## src/rtl/instruction_fetch_unit_pkg.sv

```systemverilog
// Shared constants for the instruction fetch stage: datapath widths,
// reset PC default and the legacy FSM state encoding.
package instruction_fetch_unit_pkg;

    localparam int unsigned XLEN = 64;
    localparam int unsigned ILEN = 32;

    localparam logic [XLEN-1:0] RESET_PC_DEFAULT = '0;

    // Fetch FSM state encoding
    localparam logic [1:0] FETCH = 2'd0;
    localparam logic [1:0] DONE  = 2'd1;
    localparam logic [1:0] FAULT = 2'd2;

endpackage

```

## src/rtl/instruction_fetch_unit_ifid.sv

```systemverilog
// Single-entry IF/ID buffer with valid/ready handshake.
// Priority: reset, flush, load, drain (ready), otherwise hold.
module ifid_buffer
    import instruction_fetch_unit_pkg::*;
(
    input  logic            clk,
    input  logic            reset,
    input  logic            load,
    input  logic            flush,
    input  logic            ready,
    input  logic [ILEN-1:0] in_instr,
    input  logic [XLEN-1:0] in_pc,
    output logic            valid,
    output logic [ILEN-1:0] instr,
    output logic [XLEN-1:0] pc
);

    // Buffer register: load a new entry, flush it, or let the consumer drain it
    always_ff @(posedge clk) begin
        if (reset) begin
            valid <= 1'b0;
            instr <= '0;
            pc    <= '0;
        end else if (flush) begin
            valid <= 1'b0;
        end else if (load) begin
            valid <= 1'b1;
            instr <= in_instr;
            pc    <= in_pc;
        end else if (ready) begin
            valid <= 1'b0;
        end
    end

endmodule

```

## src/rtl/instruction_fetch_unit.sv

```systemverilog
// Fetch stage: owns the PC, drives the instruction memory address and
// feeds the IF/ID buffer. Handles redirect, backpressure, misaligned
// redirect faults and end-of-program stop.
module instruction_fetch_unit
    import instruction_fetch_unit_pkg::*;
#(
    parameter logic [XLEN-1:0] RESET_PC   = RESET_PC_DEFAULT,
    parameter int unsigned     IMEM_BYTES = 16
) (
    input  logic            clk,
    input  logic            reset,
    output logic [XLEN-1:0] Inst_Address,
    input  logic [ILEN-1:0] Instruction,
    input  logic            redirect,
    input  logic [XLEN-1:0] redirect_target,
    output logic            out_valid,
    input  logic            out_ready,
    output logic [ILEN-1:0] out_instr,
    output logic [XLEN-1:0] out_pc,
    output logic            done,
    output logic            fault,
    output logic [XLEN-1:0] fault_addr
);

    localparam logic [XLEN-1:0] IMEM_LIMIT = XLEN'(IMEM_BYTES);

    logic [XLEN-1:0] pc, pc_next;
    logic [1:0]      state, state_next;
    logic [XLEN-1:0] fault_addr_next;
    logic            accept, in_range, misaligned;
    logic            buf_load, buf_flush;

    assign Inst_Address = pc;
    assign done         = (state == DONE);
    assign fault        = (state == FAULT);
    assign accept       = !out_valid || out_ready;
    assign in_range     = (pc + 64'd4) <= IMEM_LIMIT;
    assign misaligned   = (redirect_target[1:0] != 2'b00);

    // Next-state, next-PC and buffer control decisions
    always_comb begin
        pc_next         = pc;
        state_next      = state;
        fault_addr_next = fault_addr;
        buf_load        = 1'b0;
        buf_flush       = 1'b0;
        case (state)
            FETCH: begin
                if (redirect && misaligned) begin
                    state_next      = FAULT;
                    fault_addr_next = redirect_target;
                    buf_flush       = 1'b1;
                end else if (redirect) begin
                    pc_next   = redirect_target;
                    buf_flush = 1'b1;
                end else if (!in_range) begin
                    state_next = DONE;
                end else if (accept) begin
                    buf_load = 1'b1;
                    pc_next  = pc + 64'd4;
                end
            end
            DONE: begin
                // An aligned redirect restarts fetch; any stale buffered
                // entry is older-path work, so it is flushed as in FETCH.
                if (redirect && misaligned) begin
                    state_next      = FAULT;
                    fault_addr_next = redirect_target;
                    buf_flush       = 1'b1;
                end else if (redirect) begin
                    pc_next    = redirect_target;
                    state_next = FETCH;
                    buf_flush  = 1'b1;
                end
            end
            default: begin
                // FAULT (and the unused encoding) park until reset
                state_next = FAULT;
                buf_flush  = 1'b1;
            end
        endcase
    end

    // PC, FSM state and fault address registers
    always_ff @(posedge clk) begin
        if (reset) begin
            pc         <= RESET_PC;
            state      <= FETCH;
            fault_addr <= '0;
        end else begin
            pc         <= pc_next;
            state      <= state_next;
            fault_addr <= fault_addr_next;
        end
    end

    ifid_buffer u_ifid (
        .clk      (clk),
        .reset    (reset),
        .load     (buf_load),
        .flush    (buf_flush),
        .ready    (out_ready),
        .in_instr (Instruction),
        .in_pc    (pc),
        .valid    (out_valid),
        .instr    (out_instr),
        .pc       (out_pc)
    );

endmodule

```

## config.mk

```make
export PLATFORM = sky130hd
export DESIGN_NAME = instruction_fetch_unit
export DESIGN_NICKNAME = d
export VERILOG_FILES = /design/src/rtl/instruction_fetch_unit_pkg.sv /design/src/rtl/instruction_fetch_unit_ifid.sv /design/src/rtl/instruction_fetch_unit.sv
export SDC_FILE = /design/constraint.sdc
export NUM_CORES = 1
export LEC_CHECK = 0
export CAP_MARGIN = 20
export CORE_ASPECT_RATIO = 1.75
export CORE_MARGIN = 8
export CORE_UTILIZATION = 42
export DETAILED_ROUTE_END_ITERATION = 10
export GPL_ROUTABILITY_DRIVEN = 0
export PLACE_DENSITY = 0.82
export RECOVER_POWER = 50
export SETUP_SLACK_MARGIN = 0.5
export SLEW_MARGIN = 0
export SYNTH_ARGS = -nofsm -noshare
export SYNTH_HDL_FRONTEND = slang
export SYNTH_SLANG_ARGS = --single-unit
export TNS_END_PERCENT = 10
```

## constraint.sdc

```tcl
create_clock -name clk -period 4.09 [get_ports clk]
set_clock_uncertainty 0.15 [all_clocks]
set_input_delay 1.227 -clock clk [delete_from_list [all_inputs] [get_ports clk]]
set_output_delay 1.227 -clock clk [all_outputs]
set_load 0.05 [all_outputs]
```

==> flow_summary.json <==
{
  "run_status": "finished, final reports clean",
  "final_area_um2": 15330,
  "cp.required_ns": 4.29,
  "routed_wl_um": 39640,
  "rsz0062_at_grt": "true",
  "end_kind": "flip-flop",
  "seqCellArea_um2": 4659,
  "synth-seq-area-share_pct": 45.98,
  "clockBufferDepth": 3,
  "numCtsBuffers": 22,
  "arrival_ns": 4.15,
  "drive_gt1_share_pct": 17.25,
  "setup.worst_path.end": "u_ifid.pc[46]",
  "route.detailed.drc": 0,
  "yosysTopAreaCell": "dfxtp_1",
  "cp_max_fo": 48,
  "multi_input_area_um2": 5174,
  "port_buffers": 326,
  "fin_hold_ws_ns": 0.2984,
  "synthToLayoutAreaGrowth_pct": 55.10,
  "final_hold_viol_count": 0,
  "dpl.cell_count": 1795,
  "synth_edf_count": 0,
  "start_kind": "flip-flop",
  "clock_power_share_pct": 36.4,
  "path_depth": 13,
  "ys_ff_latch": 227,
  "avgRoutedWirePerCell_um": 21.18,
  "yosys_warnings": 0,
  "dr.pass1.iters": 6,
  "rr_worst_depth": 13,
  "syn_avg_cell_area_um2": 8.312,
  "path_class": "flip-flop to flip-flop",
  "ant_nets": 0,
  "timing.fmax_ghz": 0.2534,
  "powerDensity_nw_per_um2": 375.6,
  "hpwl_um": 27680,
  "ys_types": 65,
  "setup_violations": 0,
  "final_util_pct": 65.96,
  "path_cells": "nand4_4, or4_1, buf_4, nor4_4, and4bb_2, o22ai_1, nor4_2, nand4_2, or4b_4, buf_4, clkbuf_16, nand2_1, a21oi_1",
  "cp_top_family": "simple AND/OR/NAND/NOR gates",
  "vias": 10670,
  "cts.sinks": 227,
  "synth_fp_nets": 1290,
  "relSlewSlack_pct": 17.14,
  "synth.most_common_cell": "dfxtp_1",
  "cts_tree": "done",
  "cts_hold_buf": 0,
  "fillers": 1861,
  "clkLatencyLatePin_ns": 0.52,
  "tightest_slew_ns": 1.243,
  "cpMostUsedCell": "buf_4",
  "ys_async_sr_fraction_pct": 0,
  "cp_slowest_cell": "or4_1",
  "report.final.slew_viol_count": 0,
  "vdd_drop_max_mv": 0.3261,
  "final_nets": 1651,
  "grt_overflow": 0,
  "synth_area_leaders": "dfxtp_1 (46%), nand2_1 (8.6%), a21oi_1 (7.4%)",
  "p_int_mw": 3.974,
  "synth_top_area_share_pct": 45.98,
  "drt_iter0_drc": 722,
  "rows": 74,
  "core_um2": 23240,
  "htreeDepth": 1,
  "startpoint": "Inst_Address[6]",
  "die_h_um": 218.9,
  "dieArea_um2": 28890,
  "root_buffer": "clkbuf_16",
  "setup_slack_ns": 0.1434,
  "r2r_setup_slack_ns": 0.14,
  "p_comb_share_pct": 22.1,
  "critical_path_buf_inv_count": 3,
  "place_ws_ns": -0.05036,
  "ys.flop_type": "dfxtp_1",
  "grt_usage_pct": 25.09,
  "power_switching_mw": 1.784,
  "critPathMaxStageDelay_ns": 0.59,
  "final_cells": 1871,
  "ys_top_cells_by_count": "dfxtp_1 (227), nand2_1 (226), a21oi_1 (147)",
  "pin_count": 327,
  "grt_pass1_wl_um": 58550,
  "drv_cap": 0,
  "r2r_start": "Inst_Address[6]",
  "hold_class": "flip-flop to flip-flop",
  "grt_antenna_before_repair": 1,
  "grt_max_degree": 97,
  "vias_per_cell": 5.702,
  "clk_pin_slew_ns": 0.07,
  "r2r-end": "u_ifid.pc[46]",
  "grt_pass1_vias": 10540,
  "period_share_pct": 96.49,
  "leakagePower_nw": 6.266,
  "sequentialPowerShare_pct": 41.5,
  "syn_inst": 1189,
  "setup_tns_ns": 0,
  "power.switching_fraction_pct": 30.98,
  "initial_core_util_pct": 42.53,
  "fin_total_pwr_mw": 5.758,
  "syn-cell-area_um2": 9883,
  "period_minus_slack_ns": 3.947,
  "place_area_um2": 13950,
  "fp.dieW_um": 132.0
}
worst min path at each step:
stage	depth (start not counted)	slack, ns	end	start
3_3_place_gp	2	0.29	fault_addr[5]	fault_addr[5]
2_1_floorplan	1	0.33	state[0]	state[1]
5_1_grt	2	0.31	fault_addr[60]	fault_addr[60]
4_1_cts	2	0.30	fault_addr[43]	fault_addr[43]
3_5_place_dp	2	0.30	u_ifid.pc[41]	u_ifid.pc[41]
6_report	2	0.30	fault_addr[39]	fault_addr[39]
per-layer routing:
metal	routed length, um	part of all wire [%]	track usage [%]
met5	0	0	0
met4	2336	5.9	15.31
met3	2468	6.2	4.487
met2	21620	55	48.63
met1	13210	33	23.99
registers in the layout (all words and copies together) (netlist names):
register	flops
Inst_Address	64
u_ifid.valid	1
u_ifid.pc	64
fault_addr	64
state	2
u_ifid.instr	32
layout make-up:
cell class	count	area share (%)
multi-input cells	845	33.75
flip-flops and latches	227	30.40
repair buffers	443	28.18
clock buffers	30	4.530
well taps	304	2.481
clock inverters	9	0.3592
inverters	11	0.2694
diodes	2	0.03265
cells in the final DEF, fill, tap and decap left out, types with 5 or more instances in the layout:
master             n
nor4_1            17
nand3_1           21
inv_1             11
dfxtp_1          183
clkbuf_8           5
nor4_2             6
o21ai_0            8
clkdlybuf4s50_1  161
or4_1              6
and2_1             6
a31oi_1            7
and4_1             7
buf_4             99
mux2i_1           46
nand2_1          224
a22o_1            14
xnor2_1           21
a21oi_2           13
or2_2              5
or4_4              6
dfxtp_4           24
or3_1              9
buf_6              7
dlygate4sd3_1    164
dfxtp_2           20
nor4_4             8
clkbuf_16         29
nand4_1           34
o2bb2ai_1         39
and3_1            12
nor3_1            35
nor2_1            75
a21oi_1          143
a22oi_1            6
cell families after synthesis:
group                      Yosys count  share of synthesized area [%]
adders and majority gates            1                         0.1266
buffers and inverters              118                          5.013
and+or+nand+nor                    508                          24.84
AOI/OAI and AO/OA                  261                          16.84
xor gates and xnor gates            25                          2.215
muxes                               49                          4.988
DFF                                227                          45.98
power groups by stage:
stage                     combinational (mW)  clock, mW  sequential (mW)
after floorplan                        0.419          0             2.75
after CTS                               1.24       2.13             2.39
final                                   1.27       2.10             2.39
after global routing                    1.34       2.21             2.40
after global placement                  1.20          0             2.43
after detailed placement                1.21          0             2.44
worst register-to-register path, delay by kind of cell, from the launching register on:
| family | cells | cell delay (ns) |
|---|---|---|
| AND/OR/NAND/NOR | 8 | 2.43 |
| buffers and inverters | 3 | 0.61 |
| flip-flops | 1 | 0.40 |
| AO/OA/AOI/OAI | 2 | 0.17 |
timing repair:
action	in CTS	in global routing
pin swaps	10	15
gates cloned	2	4
gates resized for setup	21	36
endpoints found under the setup margin	158	159
setup buffers	7	22
No activity file was read; power rests on OpenSTA's default activity.
